`config.mk`:
```
export PLATFORM = sky130hd
export DESIGN_NAME = bus_interconnect
export DESIGN_NICKNAME = d
export VERILOG_FILES = /design/src/rtl/bus_interconnect.sv
export SDC_FILE = /design/constraint.sdc
export NUM_CORES = 1
export LEC_CHECK = 0
export BUFFER_PORTS_ARGS = -buffer_cell sky130_fd_sc_hd__buf_2
export CAP_MARGIN = 10
export CORE_AREA = 4 4 205 207
export DETAILED_ROUTE_END_ITERATION = 8
export DIE_AREA = 0 0 209 211
export GPL_ROUTABILITY_DRIVEN = 0
export GPL_TIMING_DRIVEN = 1
export REMOVE_ABC_BUFFERS = 1
export SYNTH_ARGS = -nofsm -noshare
export SYNTH_HDL_FRONTEND = slang
export SYNTH_SLANG_ARGS = --single-unit
```
`constraint.sdc`:
```
create_clock -name i_clock -period 3.48 [get_ports i_clock]
set_input_delay 0.522 -clock i_clock [delete_from_list [all_inputs] [get_ports i_clock]]
set_output_delay 0.522 -clock i_clock [all_outputs]
set_load 0.1 [all_outputs]
```
`src/rtl/bus_interconnect.sv`:
```
`default_nettype none
// ============================================================================
// Module   : bus_interconnect
// Purpose  : N-master / M-slave single-transaction bus interconnect with
//            round-robin arbitration, base/mask address decode and
//            error termination of unmapped or hung accesses.
// Revision : 1.0 - initial release
// ============================================================================
module bus_interconnect #(
  parameter int                       NUM_MASTERS = 2,
  parameter int                       NUM_SLAVES  = 8,
  parameter logic [NUM_SLAVES*32-1:0] SLAVE_BASE  = {NUM_SLAVES{32'h0}},
  parameter logic [NUM_SLAVES*32-1:0] SLAVE_MASK  = {NUM_SLAVES{32'hFFFFFFFF}},
  parameter int                       TIMEOUT     = 1023
) (
  input  logic                      i_clock,
  input  logic                      i_reset,
  input  logic [NUM_MASTERS-1:0]    i_m_request,
  input  logic [NUM_MASTERS-1:0]    i_m_rw,
  input  logic [NUM_MASTERS*32-1:0] i_m_address,
  input  logic [NUM_MASTERS*32-1:0] i_m_wdata,
  output logic [NUM_MASTERS-1:0]    o_m_ready,
  output logic [NUM_MASTERS*32-1:0] o_m_rdata,
  output logic [NUM_MASTERS-1:0]    o_m_error,
  output logic [NUM_SLAVES-1:0]     o_s_request,
  output logic                      o_s_rw,
  output logic [31:0]               o_s_address,
  output logic [31:0]               o_s_wdata,
  input  logic [NUM_SLAVES*32-1:0]  i_s_rdata,
  input  logic [NUM_SLAVES-1:0]     i_s_ready
);

  localparam int MW = (NUM_MASTERS > 1) ? $clog2(NUM_MASTERS) : 1;
  localparam int SW = (NUM_SLAVES > 1) ? $clog2(NUM_SLAVES) : 1;
  localparam int CW = $clog2(TIMEOUT + 1);

  localparam logic [CW-1:0] c_TO_LAST  = CW'(TIMEOUT - 1);
  localparam logic [MW-1:0] c_LAST_RST = MW'(NUM_MASTERS - 1);

  localparam logic [1:0] c_IDLE   = 2'd0;
  localparam logic [1:0] c_ACCESS = 2'd1;
  localparam logic [1:0] c_DONE   = 2'd2;

  logic [1:0]    r_state;
  logic [1:0]    w_next;
  logic [MW-1:0] r_last;      // last granted master, also owner of current transaction
  logic [SW-1:0] r_sel;
  logic          r_rw;
  logic [31:0]   r_addr;
  logic [31:0]   r_wdata;
  logic [CW-1:0] r_cnt;
  logic [31:0]   r_m_rdata [NUM_MASTERS];
  logic [NUM_MASTERS-1:0] r_m_error;

  logic [31:0]   w_m_addr  [NUM_MASTERS];
  logic [31:0]   w_m_wdata [NUM_MASTERS];
  logic [31:0]   w_s_rdata [NUM_SLAVES];
  logic [31:0]   w_base    [NUM_SLAVES];
  logic [31:0]   w_mask    [NUM_SLAVES];

  logic          w_any;
  logic [MW-1:0] w_gnt;
  logic [31:0]   w_req_addr;
  logic          w_hit;
  logic [SW-1:0] w_sel;
  logic [31:0]   w_offset;
  logic          w_s_ready;
  logic          w_timeout;

  // Unpack per-master buses and drive the per-master result slices.
  generate
    for (genvar gi = 0; gi < NUM_MASTERS; gi++) begin : g_master
      assign w_m_addr[gi]               = i_m_address[gi*32 +: 32];
      assign w_m_wdata[gi]              = i_m_wdata[gi*32 +: 32];
      assign o_m_rdata[gi*32 +: 32]     = r_m_rdata[gi];
    end
    for (genvar gs = 0; gs < NUM_SLAVES; gs++) begin : g_slave
      assign w_s_rdata[gs] = i_s_rdata[gs*32 +: 32];
      assign w_base[gs]    = SLAVE_BASE[gs*32 +: 32];
      assign w_mask[gs]    = SLAVE_MASK[gs*32 +: 32];
    end
  endgenerate

  assign w_any      = |i_m_request;
  assign w_req_addr = w_m_addr[w_gnt];
  assign w_offset   = w_req_addr & ~w_mask[w_sel];
  assign w_s_ready  = i_s_ready[r_sel];
  assign w_timeout  = (r_cnt == c_TO_LAST);

  assign o_s_rw      = r_rw;
  assign o_s_address = r_addr;
  assign o_s_wdata   = r_wdata;
  assign o_m_error   = r_m_error;

  // Round-robin pick: scan farthest-first so the nearest requester after r_last wins.
  always_comb begin
    w_gnt = r_last;
    for (int i = NUM_MASTERS; i >= 1; i--) begin
      if (i_m_request[(int'(r_last) + i) % NUM_MASTERS]) begin
        w_gnt = MW'((int'(r_last) + i) % NUM_MASTERS);
      end
    end
  end

  // Address decode: scan high-to-low so the lowest matching slave index wins.
  always_comb begin
    w_hit = 1'b0;
    w_sel = '0;
    for (int i = NUM_SLAVES - 1; i >= 0; i--) begin
      if ((w_req_addr & w_mask[i]) == (w_base[i] & w_mask[i])) begin
        w_hit = 1'b1;
        w_sel = SW'(i);
      end
    end
  end

  // State register.
  always_ff @(posedge i_clock or posedge i_reset) begin
    if (i_reset) r_state <= c_IDLE;
    else         r_state <= w_next;
  end

  // Next-state logic.
  always_comb begin
    w_next = r_state;
    case (r_state)
      c_IDLE:   if (w_any) w_next = w_hit ? c_ACCESS : c_DONE;
      c_ACCESS: if (w_s_ready || w_timeout) w_next = c_DONE;
      c_DONE:   w_next = c_IDLE;
      default:  w_next = c_IDLE;
    endcase
  end

  // Handshake outputs decoded from state; reset clears them without waiting for a clock.
  always_comb begin
    o_s_request = '0;
    o_m_ready   = '0;
    if (r_state == c_ACCESS) o_s_request[r_sel] = 1'b1;
    if (r_state == c_DONE)   o_m_ready[r_last]  = 1'b1;
  end

  // Transaction latches, wait counter and per-master response registers.
  always_ff @(posedge i_clock or posedge i_reset) begin
    if (i_reset) begin
      r_last    <= c_LAST_RST;
      r_sel     <= '0;
      r_rw      <= 1'b0;
      r_addr    <= '0;
      r_wdata   <= '0;
      r_cnt     <= '0;
      r_m_error <= '0;
      for (int i = 0; i < NUM_MASTERS; i++) r_m_rdata[i] <= '0;
    end else begin
      case (r_state)
        c_IDLE: begin
          if (w_any) begin
            r_last  <= w_gnt;
            r_sel   <= w_sel;
            r_rw    <= i_m_rw[w_gnt];
            r_addr  <= w_hit ? w_offset : 32'h0;
            r_wdata <= w_m_wdata[w_gnt];
            r_cnt   <= '0;
            if (!w_hit) begin
              r_m_rdata[w_gnt] <= '0;
              r_m_error[w_gnt] <= 1'b1;
            end
          end
        end
        c_ACCESS: begin
          r_cnt <= r_cnt + 1'b1;
          if (w_s_ready) begin
            // Writes return zero so stale slave data never leaks to the master.
            r_m_rdata[r_last] <= r_rw ? 32'h0 : w_s_rdata[r_sel];
            r_m_error[r_last] <= 1'b0;
          end else if (w_timeout) begin
            r_m_rdata[r_last] <= '0;
            r_m_error[r_last] <= 1'b1;
          end
        end
        default: ;
      endcase
    end
  end

endmodule
`default_nettype wire

```
==> results by group <==
Route
  • Via count: slightly above 5000
  • Post-route antenna net violation count: 0
  • Final wirelength: between 15 and 20 mm
  • Drt drc: 0
  • DR pass1 iterations: 5
  • Drt via density: between 3 and 4
  • Initial DRC Count: ~240
  • WL/cell: between 10 and 15 µm

STA
  • Period minus WS final: about 2.6 ns
  • RSZ-0062 raised after global routing: false
  • Final Setup Violations: 0
  • Fin. Hold Viols: 0
  • Final clock skew: about 0.014 ns
  • Fin Setup TNS: 0 ns
  • Final Max Slew Viols: 0
  • Crit share post-route: approximately three quarters
  • Highest clock rate: 0.388 GHz
  • Tightest Pin Transition: 0.970 ns
  • Slew headroom: between 30% and 40%

Floorplanning
  • Row cnt: 74
  • Core area: 40400 µm²
  • Die width: 209 µm
  • Die Span Y: between 200 and 250 µm
  • Initial Utilization: ~14%
  • Die area: approximately 44000 µm²
  • IO Pins: approximately 540

Critical path
  • Startpoint types: register
  • R2r endpoint: o_m_rdata[27]
  • Worst endpoint data arrival time: about 2.9 ns
  • CP required: ~3.8 ns
  • R2r setup slk: approximately 0.9 ns
  • CP Capture Type: register
  • Worst r2r src: r_last
  • Peak fanout along the critical path: 24
  • Reg2reg path depth: 6
  • WS Path Type: register to register

Finish
  • Nets: ~1200
  • Register area: approximately 2800 µm²
  • Multi-input logic area: between 2000 and 3000 µm²
  • Layout Cells excl Fill: 1346
  • Design area: a little under 8000 µm²
  • Antenna Cells: 0
  • Layout Area Growth over Synthesis: 35.7%
  • Share of layout cells above drive strength 1: 38.0%
  • # fillers: roughly 4500

Clocking
  • Clock Latency Late Sink: roughly 0.36 ns
  • Post_cts resized: 0
  • Num CTS Buffers: 9
  • CTS Hold Bufs: 0
  • CTS Sinks: between 100 and 150
  • Worst-path clk slew: around 0.080 ns
  • H-tree levels: 3
  • CTS root buffer: clkbuf_16
  • Max Buffers Root-to-Sink: 2
  • CTS tree: built
  • Post-CTS setup buffers: 0

Power and ir drop
  • Pwr Density: approximately 560 nW/µm²
  • P_leak: around 3.8 nW
  • Total power: roughly 4.4 mW
  • Max VDD drop: 349 µV

Logic synthesis
  • Post-synth top cells: dfrtp_1 (111), nand2_1 (48), o21ai_0 (45)
  • Ys flop type: dfrtp_1
  • FF+latch count, synth: between 100 and 150
  • Register area share after synthesis: between 40% and 50%
  • Post-synthesis cell type count: between 40 and 50
  • Yosys Warn Count: 0
  • Yosys top cell by area: dfrtp_1
  • Post-synthesis average cell area: about 10 µm²
  • Synth top area cells: dfrtp_1 (48%), mux2i_1 (5.9%), buf_4 (5.5%)
  • FFs w/ async S/R, synth: 100%
  • Share of the synthesized area in the top cell type: around half
  • Synthesized cell area: 5750 µm²
  • EDFF count, synth: 0
  • Most common cell in the netlist: dfrtp_1
  • Synth Instances: ~570

Global routing
  • GRT Total Usage: roughly 8.5%
  • First-pass GRT wire length: 29.4 mm
  • Vias in the first global route: 5194
  • Total gr overflow: 0
  • Antenna violations before repair: 2
  • Largest net degree at the start of global routing: 70

Hold path
  • Worst hold path type: primary input to asynchronous set/reset pin

Place
  • Detail Placement HPWL: approximately 14 mm
  • Placed Cells incl. Taps: approximately 1300
  • Number of port buffers: about 270
  • Post-DP Area: 7510 µm²

Run
  • Max-cap violations: 0

Outcome
  • Outcome: finished clean
## cell type report
cell class / instances / area share [%]
multi-input cells: 402 / 33.0
clock inverters: 7 / 0.913
well taps: 532 / 8.52
clock buffers: 9 / 2.88
inverters: 4 / 0.256
flip-flops and latches: 112 / 35.9
repair buffers: 280 / 18.5
## state kept, by name (all words and copies together) (netlist names), named ones only
name       flops
o_m_rdata     64
o_s_wdata     32
r_cnt         10
r_state        2
o_s_rw         1
r_last         1
## routing by layer
layer	track usage, %	vias to the layer above	part of all wire (%)
met5	0	-	0.10
met4	2.43	2	1.3
met3	3.19	14	10
met2	13.6	226	45
met1	10.8	2396	43
li1	-	2492	-
## critical path: stages (launching register included)
cell and delay, ns:
dfstp_2 0.73, nor2_1 0.17, nand3b_1 0.20, nor4_2 0.39, or2_2 0.57, buf_4 0.31
o22a_1 0.15
## power breakdown
part	internal, mW	switching (mW)
Sequential	1.41	0.0844
Clock	0.509	0.551
Combinational	0.360	1.46
## layout by cell type (no fill, tap or decap), drive strengths merged, types with 2 or more instances in the layout
cell type,n
or2,2
clkbuf,9
nand3b,2
o211ai,3
ha,2
dfrtp,111
nand4,7
nor4,15
nand3,6
conb,39
buf,280
nand2b,33
mux2i,34
o2111ai,32
nor3,9
nand2,48
and4,2
o31ai,3
o2bb2ai,31
clkinv,3
o21ai,45
o22a,31
nor2,39
a21oi,5
inv,8
## per-stage QoR
step	utilization [%]	hold WS (ns)	setup WS, ns
final	19.3	0.351	0.900
after global routing	19.3	0.427	0.685
after CTS	19.3	0.391	0.813
after detailed placement	18.6	0.465	0.828
after global placement	18.6	0.458	0.840
after floorplan	-	0.437	-1.21
## how the worst max path moves through the flow
| stage | endpoint | start | cells past startpoint | slack [ns] |
|---|---|---|---|---|
| final | o_m_rdata[27] | r_last | 6 | 0.90 |
| after global routing | o_m_rdata[3] | r_last | 6 | 0.68 |
| after CTS | o_m_rdata[27] | r_last | 6 | 0.81 |
| after detailed placement | o_m_rdata[27] | r_last | 6 | 0.83 |
| after global placement | o_m_rdata[29] | r_last | 6 | 0.84 |
| after floorplan | o_m_rdata[32] | i_m_request[1] | 3 | -1.21 |
## logic make-up after synthesis
family                     synth area share [%]
DFF                                        48.7
and+or+nand+nor                            14.7
xor gates and xnor gates                  0.152
AOI/OAI and AO/OA                          20.5
muxes                                      5.92
other                                    0.0652
adders and majority gates                 0.435
buffers and inverters                      9.50
Power figures use the tool's default switching activity.
